--- src/rtl/serial_link_pkg.sv ---
// ---------------------------------------------------------------------------
// serial_link_pkg
// Shared definitions for both ends of the load/shift serial link (the
// serializer and deserialize_4bit).
//
// Contents:
//    linkState_e      - frame FSM states (IDLE, SHIFT, PARITY)
//    MSB_FIRST        - bit order on the wire (1 = most significant bit first)
//    DEFAULT_WIDTH    - default number of data bits per frame
//    PARITY_EVEN      - value that XOR(word, parity bit) takes for even parity
//    PARITY_POLARITY  - polarity the link actually uses (even)
// ---------------------------------------------------------------------------
package serial_link_pkg;

   typedef enum logic [1:0] {
      IDLE   = 2'd0,
      SHIFT  = 2'd1,
      PARITY = 2'd2
   } linkState_e;

   localparam bit   MSB_FIRST       = 1'b1;
   localparam int   DEFAULT_WIDTH   = 4;
   localparam logic PARITY_EVEN     = 1'b0;
   localparam logic PARITY_POLARITY = PARITY_EVEN;

endpackage : serial_link_pkg

--- src/rtl/sipo_shift_reg.sv ---
// ---------------------------------------------------------------------------
// sipo_shift_reg
// Serial-in / parallel-out shift register used by the link receiver.
// New bits enter at the end selected by the link bit order, so with
// MSB-first the first bit received ends up in the MSB of the word.
//
// Ports:
//    clk_i       - clock, rising edge
//    rst_ni      - asynchronous active-low reset, clears the register
//    clear_i     - synchronous clear (takes priority over shift)
//    shift_en_i  - shift serial_i into the register this edge
//    serial_i    - serial data bit
//    parallel_o  - current register contents
// ---------------------------------------------------------------------------
module sipo_shift_reg
   import serial_link_pkg::*;
#(
   parameter int WIDTH = DEFAULT_WIDTH
) (
   input  logic             clk_i,
   input  logic             rst_ni,
   input  logic             clear_i,
   input  logic             shift_en_i,
   input  logic             serial_i,
   output logic [WIDTH-1:0] parallel_o
);

   logic [WIDTH-1:0] shiftReg_q;

   // Clear wins over shift so that a frame marker always starts from an
   // empty register, even if the FSM were to request both at once.
   always_ff @(posedge clk_i or negedge rst_ni) begin
      if (!rst_ni) begin
         shiftReg_q <= '0;
      end else if (clear_i) begin
         shiftReg_q <= '0;
      end else if (shift_en_i) begin
         if (MSB_FIRST) begin
            shiftReg_q <= {shiftReg_q[WIDTH-2:0], serial_i};
         end else begin
            shiftReg_q <= {serial_i, shiftReg_q[WIDTH-1:1]};
         end
      end
   end

   assign parallel_o = shiftReg_q;

endmodule : sipo_shift_reg

--- src/rtl/deserialize_4bit.sv ---
// ---------------------------------------------------------------------------
// deserialize_4bit
// Receiving end of the load/shift serial link. A one-cycle frame marker
// starts a frame; WIDTH data bits follow (MSB first), optionally followed
// by one even-parity bit. A good word is registered on data_out with a
// one-cycle valid strobe. A marker arriving mid-frame aborts the frame
// (frame_err strobe) and starts a new one; a bad parity bit drops the word
// (parity_err strobe).
//
// Parameters:
//    WIDTH      - data bits per frame (2..16)
//    PARITY_EN  - 1 adds an even-parity bit after the data bits
//
// Ports:
//    input_clock1_clk_1            - clock, rising edge
//    input_push_button1_reset_n_2  - asynchronous active-low reset
//    input_serial_in_3             - serial data, MSB first
//    input_load_shift_4            - frame marker, one cycle before a frame
//    output_data_out_5             - last good word, registered
//    output_valid_6                - strobe: data_out updated this cycle
//    output_busy_7                 - frame in progress
//    output_frame_err_8            - strobe: frame aborted by a marker
//    output_parity_err_9           - strobe: parity mismatch, word dropped
// ---------------------------------------------------------------------------
module deserialize_4bit
   import serial_link_pkg::*;
#(
   parameter int WIDTH     = DEFAULT_WIDTH,
   parameter bit PARITY_EN = 1'b0
) (
   input  logic             input_clock1_clk_1,
   input  logic             input_push_button1_reset_n_2,
   input  logic             input_serial_in_3,
   input  logic             input_load_shift_4,
   output logic [WIDTH-1:0] output_data_out_5,
   output logic             output_valid_6,
   output logic             output_busy_7,
   output logic             output_frame_err_8,
   output logic             output_parity_err_9
);

   localparam int CntW = $clog2(WIDTH + 1);
   localparam logic [CntW-1:0] LastBit = CntW'(WIDTH - 1);

   linkState_e       state_q, state_d;
   logic [CntW-1:0]  bitCnt_q, bitCnt_d;
   logic [WIDTH-1:0] dataOut_q, dataOut_d;
   logic             valid_q, valid_d;
   logic             frameErr_q, frameErr_d;
   logic             parityErr_q, parityErr_d;

   logic             srClear;
   logic             srShift;
   logic [WIDTH-1:0] srWord;
   logic [WIDTH-1:0] assembledWord;
   logic             parityOk;

   sipo_shift_reg #(
      .WIDTH(WIDTH)
   ) uShiftReg (
      .clk_i      (input_clock1_clk_1),
      .rst_ni     (input_push_button1_reset_n_2),
      .clear_i    (srClear),
      .shift_en_i (srShift),
      .serial_i   (input_serial_in_3),
      .parallel_o (srWord)
   );

   // Without parity the word is published on the same edge that samples
   // its last bit, so it has to be formed from the register plus the bit
   // currently on the line rather than from the register alone.
   assign assembledWord = MSB_FIRST ? {srWord[WIDTH-2:0], input_serial_in_3}
                                    : {input_serial_in_3, srWord[WIDTH-1:1]};

   // In PARITY the register already holds the complete word; the bit on the
   // line is the parity bit.
   assign parityOk = ((^srWord) ^ input_serial_in_3) == PARITY_POLARITY;

   // Next-state logic. A marker seen in SHIFT or PARITY is both an abort of
   // the current frame and the start of the next one, so it restarts the
   // counter and register and lands in SHIFT. The counter stops at its last
   // value because reaching it always forces a state change.
   always_comb begin
      state_d     = state_q;
      bitCnt_d    = bitCnt_q;
      dataOut_d   = dataOut_q;
      valid_d     = 1'b0;
      frameErr_d  = 1'b0;
      parityErr_d = 1'b0;
      srClear     = 1'b0;
      srShift     = 1'b0;

      case (state_q)
         IDLE: begin
            if (input_load_shift_4) begin
               state_d  = SHIFT;
               bitCnt_d = '0;
               srClear  = 1'b1;
            end
         end

         SHIFT: begin
            if (input_load_shift_4) begin
               frameErr_d = 1'b1;
               bitCnt_d   = '0;
               srClear    = 1'b1;
            end else begin
               srShift  = 1'b1;
               bitCnt_d = bitCnt_q + 1'b1;
               if (bitCnt_q == LastBit) begin
                  if (PARITY_EN) begin
                     state_d = PARITY;
                  end else begin
                     dataOut_d = assembledWord;
                     valid_d   = 1'b1;
                     state_d   = IDLE;
                  end
               end
            end
         end

         PARITY: begin
            if (input_load_shift_4) begin
               frameErr_d = 1'b1;
               bitCnt_d   = '0;
               srClear    = 1'b1;
               state_d    = SHIFT;
            end else begin
               state_d = IDLE;
               if (parityOk) begin
                  dataOut_d = srWord;
                  valid_d   = 1'b1;
               end else begin
                  parityErr_d = 1'b1;
               end
            end
         end

         default: begin
            state_d = IDLE;
         end
      endcase
   end

   // All state and all outputs are registered; reset drops everything at
   // once, including any partial frame, without raising a strobe.
   always_ff @(posedge input_clock1_clk_1 or negedge input_push_button1_reset_n_2) begin
      if (!input_push_button1_reset_n_2) begin
         state_q     <= IDLE;
         bitCnt_q    <= '0;
         dataOut_q   <= '0;
         valid_q     <= 1'b0;
         frameErr_q  <= 1'b0;
         parityErr_q <= 1'b0;
      end else begin
         state_q     <= state_d;
         bitCnt_q    <= bitCnt_d;
         dataOut_q   <= dataOut_d;
         valid_q     <= valid_d;
         frameErr_q  <= frameErr_d;
         parityErr_q <= parityErr_d;
      end
   end

   assign output_data_out_5   = dataOut_q;
   assign output_valid_6      = valid_q;
   assign output_busy_7       = (state_q == SHIFT) || (state_q == PARITY);
   assign output_frame_err_8  = frameErr_q;
   assign output_parity_err_9 = parityErr_q;

endmodule : deserialize_4bit

--- config.mk ---
export PLATFORM = sky130hd
export DESIGN_NAME = deserialize_4bit
export DESIGN_NICKNAME = d
export VERILOG_FILES = /design/src/rtl/serial_link_pkg.sv /design/src/rtl/sipo_shift_reg.sv /design/src/rtl/deserialize_4bit.sv
export SDC_FILE = /design/constraint.sdc
export NUM_CORES = 1
export LEC_CHECK = 0
export ABC_AREA = 1
export ABC_CLOCK_PERIOD_IN_PS = 2250
export CORE_AREA = 2 2 39 41
export DETAILED_ROUTE_END_ITERATION = 6
export DIE_AREA = 0 0 41 43
export PLACE_DENSITY = 0.72
export SETUP_SLACK_MARGIN = 0.15
export SLEW_MARGIN = 10
export SYNTH_ARGS = -nofsm -noshare
export SYNTH_HDL_FRONTEND = slang
export SYNTH_SLANG_ARGS = --single-unit
--- constraint.sdc ---
create_clock -name input_clock1_clk_1 -period 2.25 [get_ports input_clock1_clk_1]
set_input_delay 0.225 -clock input_clock1_clk_1 [delete_from_list [all_inputs] [get_ports input_clock1_clk_1]]
set_output_delay 0.225 -clock input_clock1_clk_1 [all_outputs]
set_load 0.005 [all_outputs]
# Word-level counts from Yosys, hierarchy flattened
# Cells that the tools add are included.
dict set report op_classes {
  add_sub_neg 1
  multipliers 0
  n_div 0
  magnitude_cmp 0
  n_eq_ne 9
  shift 0
  mux 28
  bitwise 1
  n_reduce_logical 12
}
# operator n
set ops {}
lappend ops {{$mux 4} 6}
lappend ops {{$mux 1} 13}
lappend ops {{$ne 2x2->1 const B} 5}
lappend ops {{$pmux 4 s2} 1}
lappend ops {{$mux 2} 3}
lappend ops {{$mux 3} 2}
lappend ops {{$pmux 2 s3} 1}
lappend ops {{$pmux 3 s2} 1}
lappend ops {{$reduce_bool 2->1} 3}
lappend ops {{$reduce_and 5->1} 1}
lappend ops {{$reduce_or 2->1} 2}
lappend ops {{$reduce_xor 4->1} 1}
lappend ops {{$add 3x1->3 const B} 1}
lappend ops {{$eq 3x2->1 const B} 1}
lappend ops {{$reduce_and 3->1} 1}
lappend ops {{$reduce_or 3->1} 1}
lappend ops {{$eq 2x1->1 const B} 1}
lappend ops {{$eq 2x2->1 const B} 1}
lappend ops {{$logic_not 2->1} 1}
lappend ops {{$ne 2x1->1 const B} 1}
lappend ops {{$pmux 1 s2} 1}
lappend ops {{$reduce_and 2->1} 1}
lappend ops {{$logic_or 1x1->1} 1}
lappend ops {{$xor 1x1->1} 1}
dict set report word_totals {
  ff_bits 16
  latch_bits 0
  ram_bits 0
  rom_bits 0
  inputBits 4
  output_inout_bits 8
  n_memories 0
}

# Logic depth before layout (Yosys ltp)
# Gate-level depths: netlist of run 1.
dict set report logic_depth {
  word_depth 5
  ltp_mapped 5
  ltp_nobuf 5
}

# Cells and area by module
# From an unflattened synthesis of run 1, not the netlist that was laid out.
dict set report hier_totals {
  cells_unflattened 62
  hier_area_um2 591.8
}
# module instances cells_per_inst area_each_um2 seq_area_each_um2
set by_module_without_submodules {}
lappend by_module_without_submodules {deserialize_4bit 1 44 431.7 250.2}
lappend by_module_without_submodules {sipo_shift_reg 1 18 160.2 100.1}

# Worst setup path before layout of run 1
# Ideal clock, no wire load.
dict set report synth_path {
  path_type {input-to-reg}
  startpoint {in bitCnt_q[0]}
  endpoint {reg dataOut_q[2], in the netlist output_data_out_5[2]}
  setup_ns 0.066
  arrival_ns 1.066
  t_required_ns 2.184
  setup_slack_ns 1.119
  cell_stages 6
  n_path_buf 0
  cell_sequence {dfrtp_1 ha_1 ha_1 nand3_1 nand2_1 nand2_1}
}
dict set report synth_between {
  elab_chain_cells 3
}
# item line_no
set synth_lines {}
lappend synth_lines {{start, declared} deserialize_4bit.sv:46} ;# logic [CntW-1:0] bitCnt_q, bitCnt_d;
lappend synth_lines {{$eq 3x2->1} deserialize_4bit.sv:110} ;# if (bitCnt_q == LastBit) begin
lappend synth_lines {{$ne 2x2->1 (no line)} -}
lappend synth_lines {{$reduce_and 5->1 (no line)} -}
lappend synth_lines {{end signal, assigned} deserialize_4bit.sv:158} ;# dataOut_q <= dataOut_d;
lappend synth_lines {{end, declared} deserialize_4bit.sv:47} ;# logic [WIDTH-1:0] dataOut_q, dataOut_d;
# No other way between the ends.
# A chain may end at the register's enable or synchronous reset.

# Worst setup path in the final report of run 1
dict set report layout_path {
  startpoint {in state_q[0]}
  endpoint {out output_busy_7}
}
dict set report layout_between {
  elab_chain_cells 2
  elab_cells_between_ends 3
}
# item line_no
set layout_lines {}
lappend layout_lines {{start, declared} deserialize_4bit.sv:45} ;# linkState_e state_q, state_d;
lappend layout_lines {{$eq 2x1->1 or $eq 2x2->1 (tied branches)} deserialize_4bit.sv:167} ;# assign output_busy_7 = (state_q == SHIFT) || (state_q == PARITY);
lappend layout_lines {{$logic_or 1x1->1 *} deserialize_4bit.sv:167}
lappend layout_lines {{end, declared} deserialize_4bit.sv:37} ;# output logic output_busy_7,
# Every way passes the cells marked *; elsewhere a longest branch is shown, timed or not.

==> results of run 1 <==
## worst reg2reg max path, cell delays in order, from the launching register on
cell and delay, ns:
dfrtp_1 0.39, ha_1 0.16, ha_1 0.25, nand3_1 0.19
nand2_1 0.11, nand2_1 0.05
## report_power, final
group	switching, mW	internal [mW]	leakage, nW
Combinational	0.0511	0.0767	0.162
Clock	0.0763	0.0689	0.0150
Sequential	0.0289	0.275	0.168
Total	0.156	0.421	0.345
## worst min-delay path by stage
stage | end | slack, ns | cells after the start
after floorplan | bitCnt_q[0] | -0.07 | 0
after global placement | uShiftReg.parallel_o[2] | 0.46 | 2
after detailed placement | output_data_out_5[3] | 0.47 | 2
after CTS | output_valid_6 | 0.33 | 1
after global routing | output_data_out_5[0] | 0.36 | 1
final | output_data_out_5[3] | 0.30 | 1
## flip-flops by register name (all words and copies together), names as in the netlist
name / cells
state_q: 1
bitCnt_q: 3
output_valid_6: 1
output_frame_err_8: 1
uShiftReg.parallel_o: 3
output_data_out_5: 4
## area by class of cell
cell class / instances / area share (%)
inverters: 4 / 2.23
repair buffers: 10 / 14.9
multi-input cells: 36 / 27.7
well taps: 16 / 2.97
clock buffers: 4 / 3.90
flip-flops and latches: 13 / 48.3
## cell families after synthesis
| kind of cell | count (synthesis) |
|---|---|
| compound gates | 3 |
| buf+inv | 7 |
| other cells | 1 |
| flops | 13 |
| fa+ha+maj | 2 |
| simple gates | 30 |
## layout by cell type, fill, tap and decap left out, types with 2 or more instances in the layout
master | netlist | final
ha_1 | 2 | 2
clkdlybuf4s50_1 | 0 | 10
inv_1 | 4 | 4
dfrtp_1 | 13 | 13
clkbuf_4 | 0 | 3
nand4_1 | 4 | 4
nand2_1 | 19 | 19
nand3_1 | 5 | 5
## metrics by stage
stage	hold slack [ns]	setup WS [ns]	util (%)	cell area [um2]
5_1_grt	0.359	0.490	48.6	673
3_3_place_gp	0.460	0.814	46.7	647
2_1_floorplan	-0.0706	1.12	-	557
6_report	0.300	0.551	48.6	673
3_5_place_dp	0.466	0.790	46.7	647
4_1_cts	0.325	0.544	48.6	673
## routing by layer
layer	vias to the layer above	track usage [%]	wire (um)
met5	-	0	0
met4	0	12.0	36
met3	5	3.14	58
met2	14	17.2	378
met1	187	14.6	395
li1	203	-	-
==> results by group, run 1 <==
Logic synthesis
  – Asr flop ratio synth: 100%
  – Mux cell area share after synthesis: 0%
  – Syn_nets: 62
  – Synth top area cells: dfrtp_1 58%, nand2_1 13%, ha_1 4.5%
  – Synth Area in Simple Gates: 24.9%
  – Count leader, synth: nand2_1
  – Mapped Cells: 56
  – Flops & latches, synth: 13
  – Synth Area in Compound Gates: 3.37%
  – Xor/xnor share of the synthesized area: 0%
  – Avg Synthesized Cell Area: 9.94 um2
  – Synthesized area: 557 um2
  – Syn. warnings: 0
  – Ys flop type: dfrtp_1
  – Largest family of logic cells by synthesized area: simple AND/OR/NAND/NOR gates
  – Adder-Cell Fraction of Synth Area: 4.49%
  – Sequential area share after synthesis: 58.4%
  – Post-synth EDFFs: 0
  – Post-synth top area cell: dfrtp_1
  – Cell variety after synth: 14
  – Synth top cells by count: 19 x nand2_1, 13 x dfrtp_1, 5 x nand3_1
  – Top cell type's share of synthesized area: 58.4%

Critical path
  – FF-to-FF Start: bitCnt_q[0]
  – Top delay family on crit path: flip-flops
  – Worst EP arrival: 1.47 ns
  – CP Launch Type: flop
  – CP startpoint: state_q[0]
  – Reg2Reg Depth: 5
  – CP Max Fanout: 13
  – Crit-path slowest cell: dfrtp_1
  – Kind of critical path: flop to output pin
  – WP data required: 2.03 ns
  – R2R Setup Slk: 1.01 ns
  – RR Endpoint: output_data_out_5[1]
  – Slowest stage delay, CP: 0.61 ns
  – CP bufs+invs: 1
  – Setup crit end: output_busy_7
  – Critical-path cell list: clkdlybuf4s50_1
  – CP Depth: 1
  – Crit. End Element: output pin

Routing
  – Drt pass-1 iters: 6
  – Vias: 409
  – Routed WL: 868 um
  – Vias per std cell: 4.93
  – Remaining antenna violation count: 0
  – Residual DRC count: 0
  – Wire length per cell: 10.5 um
  – Number of DRC markers in iteration 0: 13

Placement
  – I/O Buffers: 10
  – Hpwl dp: 649 um
  – Placer Congestion: 0.743
  – Placed cell count: 79

Global route
  – Initial antenna violation count: 0
  – Vias in the first global route: 347
  – Remaining Overflow, GRT: 0
  – Total track usage: 12.4%
  – Largest net degree at the start of global routing: 14
  – First-pass GRT wire length: 1.39 mm

Power and ir drop
  – Total Power: 0.577 mW
  – P per Cell Area: 857 nW/um2
  – Max VDD drop: 0.304 mV
  – Static Leak: 0.345 nW

Cells and area
  – Multi-input combinational cell area: 186 um2
  – Share of cells above drive strength 1: 8.96%
  – Finished Layout Cells: 83
  – Ant. Diodes: 0
  – Nets@finish: 74
  – Reg area: 325 um2
  – P&R area growth vs syn: 20.9%
  – Fill cells: 142

Timing
  – Final setup fails: 0
  – Endpoints failing hold: 0
  – Measured slew at the worst slew-check pin: 0.555 ns
  – Setup TNS: 0 ns
  – Fin crit share: 75.5%
  – Final min period: 1.70 ns
  – RSZ-0062 raised after global routing: false
  – Max-slew headroom: 62.9%
  – Setup Skew: 0.00161 ns
  – Final Max Tran Viols: 0
  – Fmax achieved: 589 MHz

Die
  – Starting Density: 40.2%
  – Die Y: 43 um
  – I/O pin cnt: 12
  – Std cell rows: 14
  – DIE AREA: 1760 um2
  – Core Footprint: 1380 um2
  – Die X: 41 um

Flow run
  – Max cap viols: 0

Clock tree
  – Number of buffers created by CTS: 3
  – CTS Root Cell: clkbuf_4
  – TritonCTS clock tree: built
  – Sink Count: 13
  – Cts hold-fix bufs: 0
  – Clock buffer depth: 2
  – Clk Latency, worst-skew pair: 0.28 ns
  – Post-CTS Resized: 0
  – CTS clk-pin slew, worst paths: 0.08 ns
  – Buffer count from post-CTS setup fixing: 0
  – Htree depth: 1

Worst hold path
  – Worst hold-check path type: input pin to asynchronous set/reset pin

Outcome
  – Outcome: finished, final reports clean
Note: power is estimated with default switching activity, not from simulation.
==> run 2: changes to the inputs <==
Settings changed: ABC_CLOCK_PERIOD_IN_PS 2250 to 1500, CORE_AREA 2 2 39 41 to not set, CORE_MARGIN set to 2, CORE_UTILIZATION set to 42, DIE_AREA 0 0 41 43 to not set, PLACE_DENSITY 0.72 to 0.75.
Clock period 2.25 ns to 1.5 ns, I/O delays scaled along.
==> results by group, run 2 (synthesis results as in run 1) <==
Outcome
  – Outcome: finished, final reports clean

Die
  – I/O pin cnt: 12
  – Die Y: 40.4 um
  – Core Footprint: 1270 um2
  – Die X: 40.4 um
  – Std cell rows: 13
  – Starting Density: 43.9%
  – DIE AREA: 1630 um2

Critical path
  – Crit. End Element: output pin
  – CP bufs+invs: 1
  – Slowest stage delay, CP: 0.50 ns
  – CP Max Fanout: 2
  – Crit-path slowest cell: clkdlybuf4s50_1
  – WP data required: 1.35 ns
  – Top delay family on crit path: buffers and inverters
  – Worst EP arrival: 1.13 ns
  – CP Launch Type: flop
  – Kind of critical path: flop to output pin
  – Critical-path cell list: clkdlybuf4s50_1

Cells and area
  – Reg area: 325 um2
  – Fill cells: 128
  – Multi-input combinational cell area: 186 um2
  – Largest register FFs: 4
  – P&R area growth vs syn: 23.4%
  – Share of cells above drive strength 1: 11.6%
  – Nets@finish: 76
  – Final core utilization: 54.1%
  – Finished Layout Cells: 84
  – Most common cell after layout, fill and taps aside: nand2_1
  – Commonest non-fill, non-tap cells in the layout: 19 x nand2_1, 13 x dfrtp_1, 10 x clkdlybuf4s50_1, 5 x nand3_1
  – Ant. Diodes: 0
  – Fin area: 687 um2

Routing
  – Number of DRC markers in iteration 0: 10
  – Routed WL: 814 um
  – Vias: 394
  – Remaining antenna violation count: 0
  – Vias per std cell: 4.69
  – Wire length per cell: 9.69 um
  – Residual DRC count: 0
  – Drt pass-1 iters: 4

Placement
  – Placed cell count: 80
  – Pre-CTS setup slack: 0.267 ns
  – Hpwl dp: 605 um
  – Placement Cell Area: 661 um2
  – I/O Buffers: 10
  – Placer Congestion: 0.739

Clock tree
  – Sink Count: 13
  – Cts hold-fix bufs: 0
  – CTS clk-pin slew, worst paths: 0.07 ns
  – Clk Latency, worst-skew pair: 0.27 ns
  – Htree depth: 1
  – Buffer count from post-CTS setup fixing: 0
  – Number of buffers created by CTS: 3
  – TritonCTS clock tree: built
  – CTS Root Cell: clkbuf_4
  – Post-CTS Resized: 0
  – Clock buffer depth: 2

Timing
  – Final setup fails: 0
  – Setup TNS: 0 ns
  – Endpoints failing hold: 0
  – Measured slew at the worst slew-check pin: 0.553 ns
  – Final Max Tran Viols: 0
  – Fin crit share: 85.1%
  – Setup Skew: 0.00235 ns
  – Fin worst setup slack: 0.223 ns
  – Final min period: 1.28 ns
  – RSZ-0062 raised after global routing: false
  – Max-slew headroom: 63.0%
  – Hold slack: 0.234 ns
  – Fmax achieved: 783 MHz

Global route
  – Remaining Overflow, GRT: 0
  – Vias in the first global route: 350
  – Largest net degree at the start of global routing: 14
  – First-pass GRT wire length: 1.48 mm
  – Initial antenna violation count: 0
  – Total track usage: 14.6%

Power and ir drop
  – Max VDD drop: 0.671 mV
  – Static Leak: 0.354 nW
  – Total Power: 0.863 mW
  – P per Cell Area: 1260 nW/um2

Flow run
  – Max cap viols: 0

Worst hold path
  – Worst hold-check path type: input pin to asynchronous set/reset pin
## run 2: changes by cell type in the layout (fill, tap and decap cells not counted)
cell	change
buf_4	+2
## run 2: cell type report
type	count	area share (%)
clock buffers	4	3.83
multi-input cells	36	27.1
well taps	15	2.73
flip-flops and latches	13	47.4
inverters	4	2.19
repair buffers	12	16.8
## run 2: path summary, 6_finish.rpt
kind                             depth (start not counted)                          from  slack (ns)                      end
setup / recovery                                         1          output_data_out_5[2]        0.22     output_data_out_5[2]
hold / removal                                           1  input_push_button1_reset_n_2        0.23       output_frame_err_8
setup reg to reg                                         5                   bitCnt_q[0]        0.27     output_data_out_5[1]
hold reg to reg                                          2          output_data_out_5[0]        0.47     output_data_out_5[0]
max in group asynchronous                                1  input_push_button1_reset_n_2        0.90  uShiftReg.parallel_o[0]
min in group input_clock1_clk_1                          2          output_data_out_5[0]        0.47     output_data_out_5[0]
## run 2: routing by layer
layer	vias up	wire length (um)	global-route usage (%)
li1	203	-	-
met1	174	392	17.7
met2	15	346	20.2
met3	2	66	8.33
met4	0	8	7.50
met5	-	0	0
## run 2: power breakdown
group          leakage [nW]  internal, mW  total, mW  switching (mW)
Sequential            0.168         0.413      0.448          0.0343
Clock                0.0150         0.103      0.206           0.103
Combinational         0.171         0.121      0.210          0.0882
Total                 0.354         0.638      0.863           0.226
==> variant 1, RTL diff (settings of run 1) <==
`DEFAULT_WIDTH`: 4 -> 2.
--- a/src/rtl/serial_link_pkg.sv
+++ b/src/rtl/serial_link_pkg.sv
@@ -19,7 +19,7 @@
    } linkState_e;
 
    localparam bit   MSB_FIRST       = 1'b1;
-   localparam int   DEFAULT_WIDTH   = 4;
+   localparam int   DEFAULT_WIDTH   = 2;
    localparam logic PARITY_EVEN     = 1'b0;
    localparam logic PARITY_POLARITY = PARITY_EVEN;
 
Interface: changed (resized output_data_out_5); port bits go from 12 to 10. No check against the original RTL was run, so the function may have changed too.
==> variant 1 against run 1 <==
- combinational power rose by 5%
- cell area decreased by 36%
- critical path depth did not move
- power is 19% lower
- cell count down 29%
- largest cell class unchanged
- first-iteration DRC count fell by 62%
- setup slack better by 220 ps
- core utilization down 17 points
- synthesized cell count shrank 41%
- area after synthesis shrank 43%
- sequential cell count down 5
- routed wire length shrank 39%
==> variant 1: results (changes against run 1) <==
| Metric | Value |
|---|---|
| Number of port buffers | `8 (-2)` |
| Reg2reg end | `output_data_out_5[0]` |
| IR drop worst, VDD | `0.308 mV (+1.2%)` |
| Post-synth top cells | `nand2_1, dfrtp_1, inv_1` |
| Drt pass-1 iters | `3 (-3)` |
| CTS Buffer Depth | `2 (unchanged)` |
| R2R Setup Slk | `1270 ps (+260 ps)` |
| First-pass GRT wire length | `834 µm (-40%)` |
| Skew final | `1.47 ps (-0.144 ps)` |
| Netlist cell types | `11 (-3)` |
| Vias in the first global route | `207 (-40%)` |
| CP Capture Point | `output_busy_7` |
| Worst-Skew Late Latency | `250 ps (-30 ps)` |
| Top cells by area, synth | `dfrtp_1, nand2_1, inv_1` |
| ANT cells | `0 (unchanged)` |
| Number of vias per cell | `3.86 (-22%)` |
| Final nets | `50 (-32%)` |
| P_sw | `0.000137 W (-13%)` |
| Register area share after synthesis | `0.630 (+0.0457)` |
| Total GRT Usage | `0.0779 (-0.0466)` |
| CP max-delay cell | `clkdlybuf4s50_1` |
| Largest net degree at the start of global routing | `9 (-5)` |
| CP arrival | `1250 ps (-220 ps)` |
| Worst hold path type | `in -> async` |
| CP delay by family, top | `buffers and inverters` |
| Place WS | `1040 ps (+249 ps)` |
| Largest fanout on the critical path | `8 (-5)` |
| Fillers | `155 (+9.2%)` |
| Gpl congestion | `0.638 (-14%)` |
| Lkg Pwr | `0.218 nW (-37%)` |
| Clock-pin slew on the worst setup and hold paths | `60 ps (-20 ps)` |
| # Post-CTS Setup Buffers | `0 (unchanged)` |
| Share of cells above drive strength 1 | `0.0698 (-0.0198)` |
| Setup slack after layout | `772 ps (+221 ps)` |
| CTS buffer count | `3 (unchanged)` |
| Initial antenna violation count | `0 (unchanged)` |
| Max stage delay on crit path | `540 ps (-70 ps)` |
| Critical Path Source | `state_q[0]` |
| DR iter-0 viols | `5 (-8)` |
| R2r worst-path depth | `5 (unchanged)` |
| Outcome | `completed` |
| Synth Net Count | `38 (-39%)` |
| Detailed Route WL | `529 µm (-39%)` |
| Primary FF master, synth | `dfrtp_1` |
| Critical R2R Launch | `bitCnt_q[1]` |
-- variant 1: kinds of logic (layout without fill, tap and decap cells) --
family / after synthesis / after routing / share of synthesized area
fa+ha+maj: 1 / 1 / 0.0394
simple gates: 15 / 15 / 0.201
other cells: 1 / 1 / 0.0118
flops: 8 / 8 / 0.630
compound gates: 3 / 3 / 0.0472
buf+inv: 5 / 15 / 0.0709
-- variant 1: per-layer routing --
layer	global-route usage	part of all wire	vias to the layer above
met5	0	0	-
met4	0.0800	0.013	0
met3	0.0314	0.078	2
met2	0.0781	0.42	8
met1	0.112	0.49	93
li1	-	-	125
-- variant 1: worst min-delay path by stage --
stage / start / endpoint / slack (ps) / cells after the start
2_1_floorplan: input_push_button1_reset_n_2 / bitCnt_q[0] / -70 / 0
3_3_place_gp: uShiftReg.parallel_o[0] / uShiftReg.parallel_o[0] / 460 / 2
3_5_place_dp: output_data_out_5[1] / output_data_out_5[1] / 470 / 2
4_1_cts: input_push_button1_reset_n_2 / output_frame_err_8 / 250 / 1
5_1_grt: input_push_button1_reset_n_2 / output_data_out_5[1] / 270 / 1
6_report: input_push_button1_reset_n_2 / state_q[0] / 250 / 1
-- variant 1: cell type report --
class,instances,share of cell area
Clock buffer,3,0.0520
Inverter,4,0.0347
Multi-Input combinational cell,20,0.220
Sequential cell,8,0.462
Tap cell,16,0.0462
Timing Repair Buffer,8,0.185
-- variant 1: per-stage QoR --
stage / util / total power [W] / instances / cell area [µm²]
2_1_floorplan: - / 0.000282 / 33 / 318
4_1_cts: 0.313 / 0.000476 / 59 / 433
3_5_place_dp: 0.297 / 0.000361 / 56 / 410
3_3_place_gp: 0.297 / 0.000356 / 56 / 410
5_1_grt: 0.313 / 0.000513 / 59 / 433
6_report: 0.313 / 0.000466 / 59 / 433
-- variant 1: power groups by stage --
| stage | sequential (W) | combinational [W] | clock, W |
|---|---|---|---|
| floorplan | 0.000224 | 0.0000585 | 0 |
| global placement | 0.000222 | 0.000133 | 0 |
| detailed placement | 0.000224 | 0.000136 | 0 |
| CTS | 0.000222 | 0.000137 | 0.000118 |
| global route | 0.000229 | 0.000160 | 0.000124 |
| finish | 0.000221 | 0.000134 | 0.000112 |
